===== src/rtl/dmem_bridge.sv =====
// Data-memory bridge: turns a stalled CPU MEM-stage access into a single bus transaction (IDLE/REQ/DONE).
// Optional bus timeout with sticky err_o when DMEM_TIMEOUT_EN is defined.
module dmem_bridge #(
  parameter int TIMEOUT_CYCLES = 16
) (
  input  logic        clk,
  input  logic        rst,
  input  logic        cpu_ce_i,
  input  logic        cpu_we_i,
  input  logic [31:0] cpu_addr_i,
  input  logic [3:0]  cpu_sel_i,
  input  logic [31:0] cpu_data_i,
  output logic [31:0] cpu_data_o,
  output logic        stallreq_o,
  output logic        bus_req_o,
  output logic        bus_we_o,
  output logic [31:0] bus_addr_o,
  output logic [3:0]  bus_sel_o,
  output logic [31:0] bus_wdata_o,
  input  logic [31:0] bus_rdata_i,
  input  logic        bus_ack_i,
  output logic        err_o
);

  localparam logic [1:0] IDLE = 2'd0;
  localparam logic [1:0] REQ  = 2'd1;
  localparam logic [1:0] DONE = 2'd2;

  logic [1:0]  state_reg;
  logic        bus_req_reg;
  logic        bus_we_reg;
  logic [31:0] bus_addr_reg;
  logic [3:0]  bus_sel_reg;
  logic [31:0] bus_wdata_reg;
  logic [31:0] cpu_data_reg;
  logic        timeout_hit;

`ifdef DMEM_TIMEOUT_EN
  localparam int CNT_W = $clog2(TIMEOUT_CYCLES + 1);

  logic [CNT_W-1:0] cnt_reg;
  logic             err_reg;

  // Fires in the REQ cycle whose missing ack would make the count reach TIMEOUT_CYCLES.
  assign timeout_hit = (state_reg == REQ) && !bus_ack_i &&
                       (cnt_reg == CNT_W'(TIMEOUT_CYCLES - 1));

  always_ff @(posedge clk) begin
    if (!rst) begin
      cnt_reg <= '0;
      err_reg <= 1'b0;
    end else begin
      if (state_reg == IDLE && cpu_ce_i) begin
        cnt_reg <= '0;
      end else if (state_reg == REQ && !bus_ack_i) begin
        cnt_reg <= cnt_reg + 1'b1;
      end
      if (timeout_hit) begin
        err_reg <= 1'b1;
      end
    end
  end

  assign err_o = err_reg;
`else
  // Without the timeout the bridge waits for ack forever; the parameter has no effect.
  assign timeout_hit = 1'b0 && (TIMEOUT_CYCLES < 1);
  assign err_o       = 1'b0;
`endif

  always_ff @(posedge clk) begin
    if (!rst) begin
      state_reg     <= IDLE;
      bus_req_reg   <= 1'b0;
      bus_we_reg    <= 1'b0;
      bus_addr_reg  <= '0;
      bus_sel_reg   <= '0;
      bus_wdata_reg <= '0;
      cpu_data_reg  <= '0;
    end else begin
      case (state_reg)
        IDLE: begin
          if (cpu_ce_i) begin
            bus_we_reg    <= cpu_we_i;
            bus_addr_reg  <= cpu_addr_i;
            bus_sel_reg   <= cpu_sel_i;
            bus_wdata_reg <= cpu_data_i;
            bus_req_reg   <= 1'b1;
            state_reg     <= REQ;
          end
        end
        REQ: begin
          // An ack in the same cycle as the timeout wins.
          if (bus_ack_i) begin
            if (!bus_we_reg) begin
              cpu_data_reg <= bus_rdata_i;
            end
            bus_req_reg <= 1'b0;
            state_reg   <= DONE;
          end else if (timeout_hit) begin
            if (!bus_we_reg) begin
              cpu_data_reg <= 32'hDEADBEEF;
            end
            bus_req_reg <= 1'b0;
            state_reg   <= DONE;
          end
        end
        DONE: begin
          state_reg <= IDLE;
        end
        default: begin
          bus_req_reg <= 1'b0;
          state_reg   <= IDLE;
        end
      endcase
    end
  end

  assign stallreq_o  = cpu_ce_i & (state_reg != DONE);
  assign bus_req_o   = bus_req_reg;
  assign bus_we_o    = bus_we_reg;
  assign bus_addr_o  = bus_addr_reg;
  assign bus_sel_o   = bus_sel_reg;
  assign bus_wdata_o = bus_wdata_reg;
  assign cpu_data_o  = cpu_data_reg;

endmodule


===== config.mk =====
export PLATFORM = sky130hd
export DESIGN_NAME = dmem_bridge
export DESIGN_NICKNAME = d
export VERILOG_FILES = /design/src/rtl/dmem_bridge.sv
export SDC_FILE = /design/constraint.sdc
export NUM_CORES = 1
export LEC_CHECK = 0
export ABC_AREA = 1
export BUFFER_PORTS_ARGS = -buffer_cell sky130_fd_sc_hd__buf_2
export CELL_PAD_IN_SITES_DETAIL_PLACEMENT = 1
export CELL_PAD_IN_SITES_GLOBAL_PLACEMENT = 1
export CORE_MARGIN = 2
export CORE_UTILIZATION = 31
export CTS_CLUSTER_DIAMETER = 120
export DETAILED_ROUTE_END_ITERATION = 7
export PLACE_DENSITY_LB_ADDON = 0.1
export SKIP_LAST_GASP = 1
export SLEW_MARGIN = 20
export SYNTH_ARGS = -nofsm -noshare
export SYNTH_HDL_FRONTEND = slang
export SYNTH_SLANG_ARGS = --single-unit

===== constraint.sdc =====
create_clock -name clk -period 1.8 [get_ports clk]
set_input_delay 0.54 -clock clk [delete_from_list [all_inputs] [get_ports clk]]
set_output_delay 0.54 -clock clk [all_outputs]
set_load 0.005 [all_outputs]

==> reports/metrics.cfg <==
[outcome]
run_status = completed

[power]
p_leak_nw = 3.096
power-per-cell-area_mw_per_mm2 = 934.5
maximum_vdd_drop_v = 0.0003582

[drt]
drc = 0
viasPerCell = 4.474
routed-via-count = 4371
drt-initial-drc-count = 208
detailed_routing_iteration_count_for_the_pre_antenna_repair_pass = 4
routedWlPerCell_um = 13.67
finalWirelength_mm = 13.35
antenna_violating_nets_post_route = 0

[setup_path]
crit_path_end_kind = primary output
cp.required_ns = 1.26
critPathArrivalTime_ns = 1.11
critPathMaxFanout = 4
worstRegToRegCells = 5
crit_path_start = state_reg[0]$_SDFFE_PN0P_
crit-reg2reg-launch = state_reg[1]$_SDFFE_PN0P_
timing.critical_path.from_type = flip-flop
setup.worst_path.class = flip-flop to primary output

[place]
place_area_sq_mm = 0.005578
hpwl_mm = 9.481
gp_routability_congestion = 0.7696
io_buffer_count = 207

[yosys]
synth.lib_cells_used.distinct = 18
ys_warn_count = 0
synth_fp_nets = 711
syn-cell-area_sq_mm = 0.004317
synth_cells = 606
synth_seq_cells = 104
yosysSeqAreaShare = 0.4823
syn_area_per_cell_sq_um = 7.123

[clock_tree]
skew_pair_late_insertion_delay_ns = 0.34
cts-buffers-inserted = 9
clk_pin_slew_worst_paths_ns = 0.07
cts.repair.resized = 0
cts.hold.buffers_added = 0
cts.repair_timing.setup_buffer_count = 0
master_cell_of_the_clock_root_buffer = clkbuf_16
clock_tree.buffer_depth = 2
htree_num_levels = 3
clkSinkCount = 104
tritoncts = yes

[sta]
period_share = 0.9176
max_freq_mhz = 605.4
period_needed_ns = 1.652
final-max-slew-violation-count = 0
grt_setup_unrepaired = false
totalNegativeSetupSlack_ns = 0
final.setup_skew_ns = 0.004314
maxSlewHeadroom = 0.6281
report.final.setup_viol = 0
timing_hold_violations_final = 0
worst_pin_slew_ns = 0.5578

[grt]
grt_antenna_before_repair = 2
overflow = 0
grt_start_max_net_pins = 65
grt_use_total = 0.1803
first_global_vias = 4359
grt_first_pass_wirelength_mm = 21.33

[final_layout]
drive_above_1_share = 0.2974
multi_input_comb_area_sq_mm = 0.001896
number_of_inserted_diodes = 0
synthToLayoutAreaGrowth_pct = 35.91
nets = 898
fillers = 1809
sequential_cell_area_sq_mm = 0.002082
fin_area_sq_mm = 0.005867

[floorplanning]
die_width_um = 122
die_area_sq_mm = 0.01488
floorplan.core_area_sq_mm = 0.01372
num_rows = 43
start_util = 0.3146
die_height_um = 122
io_count = 209

[min_path]
whs_path_depth = 2
min_path_type = flip-flop to flip-flop
hp-start = bus_req_o$_SDFFE_PN0P_

[job]
drv.max_cap_violation_count = 0

[Yosys cell counts (all sizes together)]
cell type	number	area share
conb	1	0.00087
inv	39	0.034
nand3b	69	0.12
clkbuf	12	0.010
a21oi	2	0.0023
buf	31	0.035
nor2	208	0.18
dfxtp	104	0.48
o21ai	1	0.0012
nand3	32	0.037
nand2	106	0.092
nor3	1	0.0012
[area by class of cell]
cell class,instances,share of cell area
Timing Repair Buffer,219,0.2094
Clock inverter,3,0.007251
Sequential cell,104,0.3549
Tap cell,180,0.03839
Multi-Input combinational cell,420,0.3231
Inverter,39,0.02495
Clock buffer,12,0.04201
[logic make-up after synthesis]
kind of cell / count (synthesis) / synth area share
buffers and inverters: 82 / 0.07913
DFF: 104 / 0.4823
other: 1 / 0.0008687
and+or+nand+nor: 416 / 0.4342
AOI/OAI and AO/OA: 3 / 0.003477
[stage by stage]
stage               power, mW  worst slack (ns)  cells  utilization  hold slack [ns]
global placement        3.566            0.2474    962       0.4066           0.4521
finish                  5.483            0.1483    977       0.4276           0.4770
CTS                     5.587            0.1242    977       0.4276           0.4814
floorplan               3.144           0.03925    606            -           0.4650
detailed placement      3.609            0.2228    962       0.4066           0.4642
global route            5.815           0.04329    977       0.4276           0.4959
[power by group]
part	internal (mW)	leakage (nW)	switching, mW
clock network	1.11	0.139	0.839
registers	2.48	0.858	0.0892
logic	0.437	2.10	0.525
total	4.03	3.10	1.45
[cell usage in the layout, fill, tap and decap left out]
| master | synthesis | final |
|---|---|---|
| bufinv_16 | 0 | 1 |
| conb_1 | 1 | 1 |
| buf_4 | 1 | 5 |
| buf_12 | 0 | 8 |
| nor2_4 | 1 | 1 |
| inv_1 | 38 | 38 |
| nand2_1 | 106 | 106 |
| inv_2 | 1 | 1 |
| dfxtp_1 | 104 | 104 |
| a21oi_1 | 2 | 2 |
| nand3b_1 | 69 | 69 |
| clkbuf_16 | 0 | 9 |
| clkinvlp_4 | 0 | 1 |
| nor2_1 | 205 | 204 |
| clkbuf_1 | 12 | 2 |
| clkbuf_8 | 0 | 1 |
| buf_2 | 18 | 206 |
| nor3_1 | 1 | 1 |
| nor2_2 | 2 | 3 |
| clkinv_2 | 0 | 1 |
| nand3_1 | 32 | 32 |
| o21ai_0 | 1 | 1 |
[worst max-delay path, stage by stage, from the launching register on]
cell	delay, ns
dfxtp_1	0.42
inv_1	0.11
a21oi_1	0.12
buf_2	0.12
[worst paths after layout]
kind / end / slack [ns]
max: stallreq_o / 0.15
min: bus_req_o$_SDFFE_PN0P_ / 0.48
max reg2reg: bus_wdata_o[5]$_SDFFE_PN0P_ / 0.37
min reg2reg: bus_req_o$_SDFFE_PN0P_ / 0.48
[routing by layer]
| metal | global-route usage | vias up | share of wire |
|---|---|---|---|
| li1 | - | 2226 | - |
| met1 | 0.2124 | 1993 | 0.43 |
| met2 | 0.3031 | 127 | 0.47 |
| met3 | 0.05899 | 21 | 0.077 |
| met4 | 0.07112 | 4 | 0.020 |
| met5 | 0 | - | 0.0017 |
Note: power is estimated with default switching activity, not from simulation.
